$ cat src/rtl/dclkfifolut_pkg.sv
// Shared definitions for the dual-clock LUT FIFO write-port arbiter.
package dclkfifolut_pkg;

    typedef enum logic {
        IDLE = 1'b0,
        BUSY = 1'b1
    } state_t;

    // Ceiling log2 with a floor of 1 so a 2-requester grant id is still one bit wide.
    function automatic int unsigned clog2(input int unsigned v);
        clog2 = 1;
        for (int unsigned i = 1; i < 32; i++) begin
            if ((32'd1 << i) < v) clog2 = i + 1;
        end
    endfunction

endpackage

$ cat src/rtl/dclkfifolut_wr_arbiter_rr_pick.sv
// Combinational round-robin picker: first request at index >= ptr, wrapping.
module rr_pick #(
    parameter int NUM_REQ = 4,
    parameter int IDW     = 2
) (
    input  logic [NUM_REQ-1:0] req,
    input  logic [IDW-1:0]     ptr,
    output logic               any_req,
    output logic [IDW-1:0]     pick
);

    logic [2*NUM_REQ-1:0] dbl;
    logic [2*NUM_REQ-1:0] masked;
    logic                 found;

    // The upper copy is unmasked, so the lowest surviving bit is the wrapped winner.
    assign dbl     = {req, req};
    assign masked  = dbl & ({(2*NUM_REQ){1'b1}} << ptr);
    assign any_req = |req;

    always_comb begin
        pick  = '0;
        found = 1'b0;
        for (int unsigned j = 0; j < 2*NUM_REQ; j++) begin
            if (masked[j] && !found) begin
                found = 1'b1;
                pick  = (j >= NUM_REQ) ? IDW'(j - NUM_REQ) : IDW'(j);
            end
        end
    end

endmodule

$ cat src/rtl/dclkfifolut_wr_arbiter.sv
// Round-robin, packet-locked arbiter sharing one FIFO write port among NUM_REQ requesters.
module dclkfifolut_wr_arbiter
    import dclkfifolut_pkg::*;
#(
    parameter int NUM_REQ         = 4,
    parameter int FIFO_WIDTH      = 8,
    parameter int LOG2_FIFO_DEPTH = 3,
    parameter int MIN_FREE        = 1
) (
    input  logic                             clk,
    input  logic                             arst,
    input  logic [NUM_REQ-1:0]               req_valid,
    input  logic [NUM_REQ*FIFO_WIDTH-1:0]    req_data,
    input  logic [NUM_REQ-1:0]               req_last,
    output logic [NUM_REQ-1:0]               req_ready,
    output logic                             grant_valid,
    output logic [clog2(NUM_REQ)-1:0]        grant_id,
    output logic                             fifo_wen,
    output logic [FIFO_WIDTH-1:0]            fifo_wdata,
    input  logic                             fifo_wfull,
    input  logic [LOG2_FIFO_DEPTH:0]         fifo_wlevel,
    output logic [15:0]                      pkt_cnt
);

    localparam int IDW = clog2(NUM_REQ);
    localparam int LW  = LOG2_FIFO_DEPTH + 1;

    state_t         state, state_nx;
    logic [IDW-1:0] gid_nx;
    logic [IDW-1:0] rr_ptr, rr_nx;
    logic [15:0]    pkt_nx;
    logic [LW-1:0]  free;
    logic           admit;
    logic [NUM_REQ-1:0] cand;
    logic           any_req;
    logic [IDW-1:0] pick;

    assign free  = LW'(2**LOG2_FIFO_DEPTH) - fifo_wlevel;
    assign admit = (MIN_FREE == 0) || (free >= LW'(MIN_FREE));
    assign cand  = req_valid & {NUM_REQ{admit}};

    rr_pick #(
        .NUM_REQ (NUM_REQ),
        .IDW     (IDW)
    ) u_pick (
        .req     (cand),
        .ptr     (rr_ptr),
        .any_req (any_req),
        .pick    (pick)
    );

    assign grant_valid = (state == BUSY);

    always_ff @(posedge clk or posedge arst) begin
        if (arst) begin
            state    <= IDLE;
            grant_id <= '0;
            rr_ptr   <= '0;
            pkt_cnt  <= '0;
        end else begin
            state    <= state_nx;
            grant_id <= gid_nx;
            rr_ptr   <= rr_nx;
            pkt_cnt  <= pkt_nx;
        end
    end

    always_comb begin
        state_nx   = state;
        gid_nx     = grant_id;
        rr_nx      = rr_ptr;
        pkt_nx     = pkt_cnt;
        req_ready  = '0;
        fifo_wen   = 1'b0;
        fifo_wdata = '0;
        case (state)
            IDLE: begin
                if (any_req) begin
                    gid_nx   = pick;
                    state_nx = BUSY;
                end
            end
            BUSY: begin
                req_ready[grant_id] = ~fifo_wfull;
                fifo_wen = req_valid[grant_id] & ~fifo_wfull;
                if (fifo_wen) fifo_wdata = req_data[grant_id*FIFO_WIDTH +: FIFO_WIDTH];
                // Grant is released only by a transferred last beat; bubbles keep it.
                if (fifo_wen && req_last[grant_id]) begin
                    state_nx = IDLE;
                    rr_nx    = (grant_id == IDW'(NUM_REQ-1)) ? '0 : grant_id + 1'b1;
                    pkt_nx   = pkt_cnt + 16'd1;
                end
            end
            default: state_nx = IDLE;
        endcase
    end

endmodule

$ cat config.mk
export PLATFORM = sky130hd
export DESIGN_NAME = dclkfifolut_wr_arbiter
export DESIGN_NICKNAME = d
export VERILOG_FILES = /design/src/rtl/dclkfifolut_pkg.sv /design/src/rtl/dclkfifolut_wr_arbiter_rr_pick.sv /design/src/rtl/dclkfifolut_wr_arbiter.sv
export SDC_FILE = /design/constraint.sdc
export NUM_CORES = 1
export LEC_CHECK = 0
export BUFFER_PORTS_ARGS = -buffer_cell sky130_fd_sc_hd__buf_2
export CORE_ASPECT_RATIO = 1.1
export CORE_MARGIN = 1
export CORE_UTILIZATION = 40
export CTS_BUF_LIST = sky130_fd_sc_hd__clkbuf_8
export DETAILED_ROUTE_END_ITERATION = 10
export PLACE_DENSITY = 0.72
export SLEW_MARGIN = 10
export SYNTH_ARGS = -nofsm -noshare
export SYNTH_HDL_FRONTEND = slang
export SYNTH_HIERARCHICAL = 1
export SYNTH_SLANG_ARGS = --single-unit
$ cat constraint.sdc
create_clock -name clk -period 4.3 [get_ports clk]
set_clock_uncertainty 0.2 [all_clocks]
set_input_delay 0.43 -clock clk [delete_from_list [all_inputs] [get_ports clk]]
set_output_delay 0.43 -clock clk [all_outputs]
set_load 0.1 [all_outputs]
==> results.txt, run 1 <==
Slew @ Worst Pin = 0.775 ns
count of final hold-check violations = 0
Tot GR Track Use = 17.3%
worst r2r path cells = 4
share of the synthesized area in the top cell type = 35.3%
DR pass1 iterations = 4
Cell variety after synth = 33
DRC = 0
routed vias = 1312
cts hold-fix bufs = 0
Worst Path Arrival = 2.29 ns
clock slew at reported path FFs = 0.07 ns
register bit count reported by yosys = 21
GRT overflow = 0
HPWL Detailed = 2.65 mm
Post-synth EDFFs = 0
TritonCTS Buffers = 3
first-pass GRT wire length = 5.21 mm
area of the core = 3440 um^2
Post-synth ARST share = 100%
Max Buffers Root-to-Sink = 2
cell taking the most area after synthesis = dfrtp_1
Die Span Y = 66.0 um
top post-synthesis cells by area = dfrtp_1 (35%), mux4_2 (14%), nand2_1 (5.3%)
total negative setup slack = 0 ns
minimum clock period = 2.92 ns
Setup crit end kind = output port
largest net degree at the start of global routing = 22
mux share of post-synthesis cell area = 15.6%
CTS tree = done
initial antenna violation count = 0
Setup WS post-layout = 1.38 ns
H-tree levels = 1
Max-cap violations = 0
Cell Count, Final, Fillers Out = 267
VDD IR max = 0.274 mV
adder-cell share of the synthesized area = 4.21%
layout cells sized above 1 = 45.7%
Placer Congestion = 0.711
yosys warns = 6
register area share after synthesis = 35.3%
Post-Synth XOR/XNOR Area = 8.83%
final worst-path cycle share = 67.9%
vias in the first global route = 1181
Post-Synth Simple-Gate Area = 28.0%
outcome = finished clean
Netlist Area Pre-Place = 1490 um^2
compound-cell area share of the yosys netlist = 3.70%
syn_area_per_cell = 10.3 um^2
clock sinks = 21
post-CTS repair timing setup buffer count = 0
cells after synthesis = 145
unrepaired setup endpoints after global routing = false
Die Width = 60.1 um
static leakage = 1.02 nW
DP Worst Slack = 1.62 ns
final-report max-slew violation count = 0
crit path kind = reg2out
WL/cell = 12.6 um
Starting Density = 43.2%
ys flop type = dfrtp_1
row count = 22
Max Clock Freq = 0.343 GHz
relative slew slack = 48.3%
Resized cells post-CTS = 0
die area = 3970 um^2
Skew-Pair Late Insertion Delay = 0.26 ns
Routed Antenna Nets = 0
final setup fails = 0
Initial DRC Count = 48
IO buf count = 78
vias per cell = 4.91
hold crit path type = in2async
io pins = 79
commonest non-fill, non-tap cell in the layout = buf_2
Root Buffer = clkbuf_8
antenna cells = 0
Critical Path RT = 3.67 ns
Final #Nets = 272
Placed Instances = 263
syn_nets = 197
area grow syn2layout = 30.3%
worst-path maximum fanout = 16
Routed WL = 3.36 mm
PwrDens = 623 nW/um^2
crit path launch type = flop
main combinational cell family by area after synthesis = simple AND/OR/NAND/NOR gates
leading cell types in the layout, fill and taps excluded = buf_2 (78), nand2_1 (21), dfrtp_1 (21)
where the power goes:
part,internal [mW],leakage (nW),switching (mW),total (mW)
logic,0.194,0.723,0.573,0.767
registers,0.233,0.273,0.0821,0.315
clock network,0.0637,0.0269,0.0631,0.127
total,0.490,1.02,0.718,1.21
worst paths after layout:
check / from / slack (ns) / to
min in group clk: pkt_cnt[15]$_DFFE_PP0P_ / 0.27 / pkt_cnt[15]$_DFFE_PP0P_
hold reg to reg: pkt_cnt[15]$_DFFE_PP0P_ / 0.27 / pkt_cnt[15]$_DFFE_PP0P_
hold / removal: arst / 0.1 / pkt_cnt[14]$_DFFE_PP0P_
setup / recovery: grant_id[0]$_DFFE_PP0P_ / 1.38 / fifo_wdata[0]
setup reg to reg: grant_id[0]$_DFFE_PP0P_ / 1.90 / pkt_cnt[9]$_DFFE_PP0P_
max in group asynchronous: arst / 3.32 / grant_id[0]$_DFFE_PP0P_
registers in the layout, summed over array words and instances, names as in the netlist:
register / count
grant_valid: 1
rr_ptr: 2
pkt_cnt: 16
grant_id: 2
synthesized netlist by cell type (2+ instances only):
master and instances:
nor3_1 2, inv_1 5, xor2_1 8, nand3_1 4, nand2_1 21, and2_1 5, xnor2_1 7, dfrtp_1 21
o21ai_0 2, and3_1 9, nor3_2 4, mux2i_1 3, nor2_1 8, nor4_2 3, buf_2 3, ha_1 5
nor2b_1 6, clkbuf_1 3, nand2b_1 2, nand4_1 3, mux4_2 9
critical path: stages (launching register included):
cell and delay (ns):
dfrtp_1 0.83, mux4_2 0.72, and3_1 0.19, buf_2 0.28
layer usage:
| metal | global-route usage [%] | up-vias | part of all wire, % |
|---|---|---|---|
| li1 | - | 651 | - |
| met1 | 21.2 | 607 | 44 |
| met2 | 30.4 | 49 | 49 |
| met3 | 2.74 | 5 | 6.3 |
| met4 | 5.81 | 0 | 1.2 |
| met5 | 0 | - | 0 |
cell type report:
cell class / instances / area [um^2]
fill: 321 / 1500
inverter: 5 / 18.8
clock buffer: 3 / 41.3
clock inverter: 1 / 3.75
tap: 48 / 60.1
timing repair buffer: 78 / 390
sequential: 21 / 526
multi-input combinational: 111 / 898
kinds of logic (layout without fill, tap and decap cells):
family                   count (synthesis)  in the layout
AO/OA/AOI/OAI                            7              7
XOR/XNOR                                15             15
adder cells (fa/ha/maj)                  5              5
buffers and inverters                   13             87
flip-flops                              21             21
multiplexers                            12             12
AND/OR/NAND/NOR                         72             72
stage by stage:
step / hold WS [ns] / area, um^2 / power [mW] / util, %
2_1_floorplan: 0.207 / 1490 / 0.983 / -
3_3_place_gp: 0.253 / 1890 / 1.09 / 55.0
3_5_place_dp: 0.261 / 1890 / 1.09 / 55.0
4_1_cts: 0.126 / 1940 / 1.22 / 56.3
5_1_grt: 0.203 / 1940 / 1.27 / 56.3
6_report: 0.0995 / 1940 / 1.21 / 56.3
Note: power is estimated with default switching activity, not from simulation.
==> run 2: changes to the inputs <==
--- a/config.mk
+++ b/config.mk
@@ -11,7 +11,7 @@
 export CORE_UTILIZATION = 40
 export CTS_BUF_LIST = sky130_fd_sc_hd__clkbuf_8
 export DETAILED_ROUTE_END_ITERATION = 10
-export PLACE_DENSITY = 0.72
+export PLACE_DENSITY = 0.75
 export SLEW_MARGIN = 10
 export SYNTH_ARGS = -nofsm -noshare
 export SYNTH_HDL_FRONTEND = slang
==> constraint.sdc (replaced) <==
create_clock -name clk -period 2.39 [get_ports clk]
set_clock_uncertainty 0.2 [all_clocks]
set_input_delay 0.239 -clock clk [delete_from_list [all_inputs] [get_ports clk]]
set_output_delay 0.239 -clock clk [all_outputs]
set_load 0.1 [all_outputs]
==> results.txt, run 2 (synthesis gave the netlist of run 1 again) <==
Setup crit end kind = output port
Die Span Y = 66.0 um
Resized cells post-CTS = 0
top flop regs = pkt_cnt: 16 flops, grant_id: 2 flops, rr_ptr: 2 flops
largest net degree at the start of global routing = 22
antenna cells = 0
hold crit path type = reg2reg
Critical Path RT = 1.95 ns
Max Buffers Root-to-Sink = 2
DRC = 0
H-tree levels = 1
DR pass1 iterations = 4
final setup fails = 0
GRT overflow = 0
count of final hold-check violations = 0
clock sinks = 21
layout cells sized above 1 = 53.1%
Finished Cell Area = 2010 um^2
die area = 3970 um^2
area of the core = 3440 um^2
unrepaired setup endpoints after global routing = false
Routed WL = 3.37 mm
Placer Congestion = 0.751
IO buf count = 78
Skew-Pair Late Insertion Delay = 0.25 ns
Largest register FFs = 16
total negative setup slack = 0 ns
Max Clock Freq = 0.433 GHz
DP Area = 1920 um^2
leading cell types in the layout, fill and taps excluded = buf_2 (78), nand2_1 (21), dfrtp_1 (15)
Reg-to-Reg Start = grant_id[1]$_DFFE_PP0P_
CP Launch Point = grant_id[0]$_DFFE_PP0P_
io pins = 79
Die Width = 60.1 um
initial antenna violation count = 0
Cell Count, Final, Fillers Out = 272
Max-cap violations = 0
first-pass GRT wire length = 5.38 mm
final-report max-slew violation count = 0
worst r2r path cells = 5
Hold Path Origin = pkt_cnt[15]$_DFFE_PP0P_
end of the worst register-to-register path = pkt_cnt[9]$_DFFE_PP0P_
worst-path maximum fanout = 11
CP endpoint = fifo_wdata[3]
vias in the first global route = 1232
register name with the most flops = pkt_cnt
final worst-path cycle share = 96.6%
R2R Setup Slk = 0.32 ns
CTS tree = done
Final #Nets = 277
TritonCTS Buffers = 3
relative slew slack = 48.5%
commonest non-fill, non-tap cell in the layout = buf_2
crit path launch type = flop
Overall Power = 2.25 mW
Routed Antenna Nets = 0
clock slew at reported path FFs = 0.07 ns
crit path kind = reg2out
vias per cell = 4.88
row count = 22
Tot GR Track Use = 17.5%
Worst Path Arrival = 1.87 ns
area grow syn2layout = 35.2%
WL/cell = 12.4 um
PwrDens = 1120 nW/um^2
outcome = finished clean
routed vias = 1327
Starting Density = 43.2%
minimum clock period = 2.31 ns
Placed Instances = 264
HPWL Detailed = 2.71 mm
Initial DRC Count = 38
VDD IR max = 0.525 mV
Slew @ Worst Pin = 0.772 ns
static leakage = 1.04 nW
Root Buffer = clkbuf_8
-- run 2: how the worst min path moves through the flow --
stage	to	cells past startpoint	slack, ns
3_5_place_dp	pkt_cnt[1]$_DFFE_PP0P_	2	0.22
4_1_cts	pkt_cnt[15]$_DFFE_PP0P_	1	0.27
5_1_grt	pkt_cnt[15]$_DFFE_PP0P_	1	0.29
3_3_place_gp	pkt_cnt[0]$_DFFE_PP0P_	2	0.21
6_report	pkt_cnt[15]$_DFFE_PP0P_	1	0.26
2_1_floorplan	grant_id[0]$_DFFE_PP0P_	1	0.02
-- run 2: per-stage QoR --
| step | utilization (%) | hold slack, ns | worst slack, ns |
|---|---|---|---|
| after floorplan | - | 0.0152 | 0.0173 |
| after global placement | 55.9 | 0.208 | 0.225 |
| after detailed placement | 55.9 | 0.222 | 0.197 |
| after CTS | 58.5 | 0.267 | 0.0673 |
| after global routing | 58.5 | 0.294 | 0.00434 |
| final | 58.5 | 0.262 | 0.0820 |
-- run 2: power breakdown --
| part | switching (mW) | internal [mW] |
|---|---|---|
| registers | 0.114 | 0.428 |
| clock network | 0.103 | 0.114 |
| logic | 1.08 | 0.409 |
| total | 1.30 | 0.951 |
-- run 2: worst max-delay path, stage by stage, from the launching register on --
cell and delay (ns):
dfrtp_4 0.52, mux4_2 0.48, and3_2 0.21, buf_2 0.42
-- run 2: cell type report --
class                           instances  area (um^2)
Clock buffer                            3         41.3
Clock inverter                          1         3.75
Fill cell                             313         1430
Inverter                                5         18.8
Multi-Input combinational cell        111          910
Sequential cell                        21          536
Tap cell                               48         60.1
Timing Repair Buffer                   83          443
-- run 2: repair_timing --
item | 4_1_cts | 5_1_grt
buffers inserted | 3 | 0
hold endpoints to repair | 21 | 0
hold buffers | 1 | 0
endpoints found under the setup margin | 8 | 0
-- run 2: per-layer routing --
metal | track usage [%] | vias up | part of all wire, % | wire length, um
met4 | 4.07 | 0 | 0.80 | 27
met2 | 32.6 | 47 | 50 | 1700
met5 | 0 | - | 0 | 0
met3 | 1.57 | 2 | 5.0 | 169
met1 | 21.0 | 615 | 44 | 1470
li1 | - | 663 | - | -
==> run 3: changes to the inputs <==
==> constraint.sdc (replaced) <==
create_clock -name clk -period 2.39 [get_ports clk]
set_clock_uncertainty 0.2 [all_clocks]
set_input_delay 0.239 -clock clk [delete_from_list [all_inputs] [get_ports clk]]
set_output_delay 0.239 -clock clk [all_outputs]
set_load 0.01 [all_outputs]
==> results.txt, run 3 (synthesis gave the netlist of run 1 again) <==
DR pass1 iterations = 4
total negative setup slack = 0 ns
Die Span Y = 66.0 um
crit path launch type = flop
Skew-Pair Late Insertion Delay = 0.26 ns
met1 global-route usage = 22.8%
top flop regs = pkt_cnt: 16 flops, grant_id: 2 flops, rr_ptr: 2 flops
PwrDens = 753 nW/um^2
Setup crit end kind = output port
TritonCTS Buffers = 3
HPWL Detailed = 2.70 mm
routed vias = 1335
Final #Nets = 275
VDD IR max = 0.463 mV
relative slew slack = 47.8%
Routed WL = 3.47 mm
minimum clock period = 2.21 ns
Routed Antenna Nets = 0
static leakage = 1.04 nW
hold crit path type = reg2reg
area grow syn2layout = 32.0%
Placer Congestion = 0.731
Tot GR Track Use = 18.6%
register name with the most flops = pkt_cnt
Largest register FFs = 16
WL/cell = 12.8 um
Finished Cell Area = 1960 um^2
clock slew at reported path FFs = 0.08 ns
busiest layer in global routing = met2
critical-path cell list = buf_4 > mux4_2 > and3_1 > buf_2
layout cells sized above 1 = 46.4%
H-tree levels = 1
DP Area = 1910 um^2
area of the core = 3440 um^2
leading cell types in the layout, fill and taps excluded = buf_2 (78), nand2_1 (21), dfrtp_1 (21)
Critical Path RT = 1.95 ns
post-CTS repair timing setup buffer count = 0
initial antenna violation count = 0
delay-heaviest family, CP = multiplexers
row count = 22
Starting Density = 43.2%
Initial DRC Count = 43
Resized cells post-CTS = 0
CTS tree = done
largest net degree at the start of global routing = 22
unrepaired setup endpoints after global routing = false
GRT overflow = 0
final-report max-slew violation count = 0
IO buf count = 78
Max Buffers Root-to-Sink = 2
Max-cap violations = 0
Slew @ Worst Pin = 0.783 ns
outcome = finished clean
met3 Usage GRT = 2.54%
clock sinks = 21
Max Clock Freq = 0.453 GHz
met2 Use GR = 31.5%
io pins = 79
final worst-path cycle share = 92.3%
vias per cell = 4.94
count of final hold-check violations = 0
fill count = 323
Slowest cell on crit path = mux4_2
Buf+Inv Stages, Crit Path = 2
Die Width = 60.1 um
antenna cells = 0
CP max stage delay = 0.52 ns
worst-path maximum fanout = 14
Root Buffer = clkbuf_8
final setup fails = 0
vias in the first global route = 1257
die area = 3970 um^2
DRC = 0
crit path kind = reg2out
commonest non-fill, non-tap cell in the layout = buf_2
Worst Path Arrival = 1.77 ns
first-pass GRT wire length = 5.60 mm
==> run 3: cell types whose count changed in the layout (fill, tap and decap cells not counted), sizes merged <==
cell | previous run | this run
buf | 82 | 80
clkinv | 0 | 1
inv | 6 | 5
==> run 3: what timing repair did <==
| action | 4_1_cts | 5_1_grt |
|---|---|---|
| hold endpoints to repair | 21 | 0 |
| hold buffers | 1 | 0 |
| endpoints found under the setup margin | 0 | 0 |
==> run 3: cell type report <==
class,instances,area [um^2],area share (%)
inverters,5,18.8,0.955
repair buffers,81,415,21.1
clock buffers,3,41.3,2.10
flip-flops and latches,21,526,26.8
clock inverters,1,5.00,0.255
multi-input cells,111,898,45.7
well taps,48,60.1,3.06
==> run 3: power breakdown <==
part / switching [mW] / internal [mW]
clock network: 0.115 / 0.116
registers: 0.0808 / 0.421
logic: 0.380 / 0.366
total: 0.575 / 0.903
==> run 3: final timing paths <==
path / startpoint / end / slack, ns / cells after the start
max: grant_id[0]$_DFFE_PP0P_ / fifo_wdata[0] / 0.18 / 4
min: pkt_cnt[15]$_DFFE_PP0P_ / pkt_cnt[15]$_DFFE_PP0P_ / 0.28 / 1
max reg2reg: grant_id[0]$_DFFE_PP0P_ / pkt_cnt[5]$_DFFE_PP0P_ / 0.42 / 6
min reg2reg: pkt_cnt[15]$_DFFE_PP0P_ / pkt_cnt[15]$_DFFE_PP0P_ / 0.28 / 1
max in group asynchronous: arst / pkt_cnt[3]$_DFFE_PP0P_ / 1.02 / 3
min in group asynchronous: arst / rr_ptr[0]$_DFFE_PP0P_ / 0.48 / 3
==> run 3: per-layer routing <==
layer  vias up  part of all wire (%)
met2        55                    48
met5         -                     0
li1        659                     -
met1       611                    43
met4         0                   2.5
met3        10                   5.7
==> run 3: per-stage QoR <==
step	std cells	hold WS (ns)	power (mW)	utilization [%]	worst slack (ns)
2_1_floorplan	145	0.0155	1.05	-	0.396
3_5_place_dp	265	0.224	1.26	55.5	0.374
3_3_place_gp	265	0.216	1.25	55.5	0.454
4_1_cts	270	0.274	1.49	57.1	0.166
6_report	270	0.277	1.48	57.1	0.184
5_1_grt	270	0.290	1.60	57.1	0.0572
==> run 3: worst reg2reg max path: stages, from the launching register on <==
cell     delay, ns
dfrtp_1       0.39
buf_4         0.26
mux2i_1       0.13
o22ai_2       0.23
and2_1        0.33
nand4_1       0.16
xnor2_1       0.16
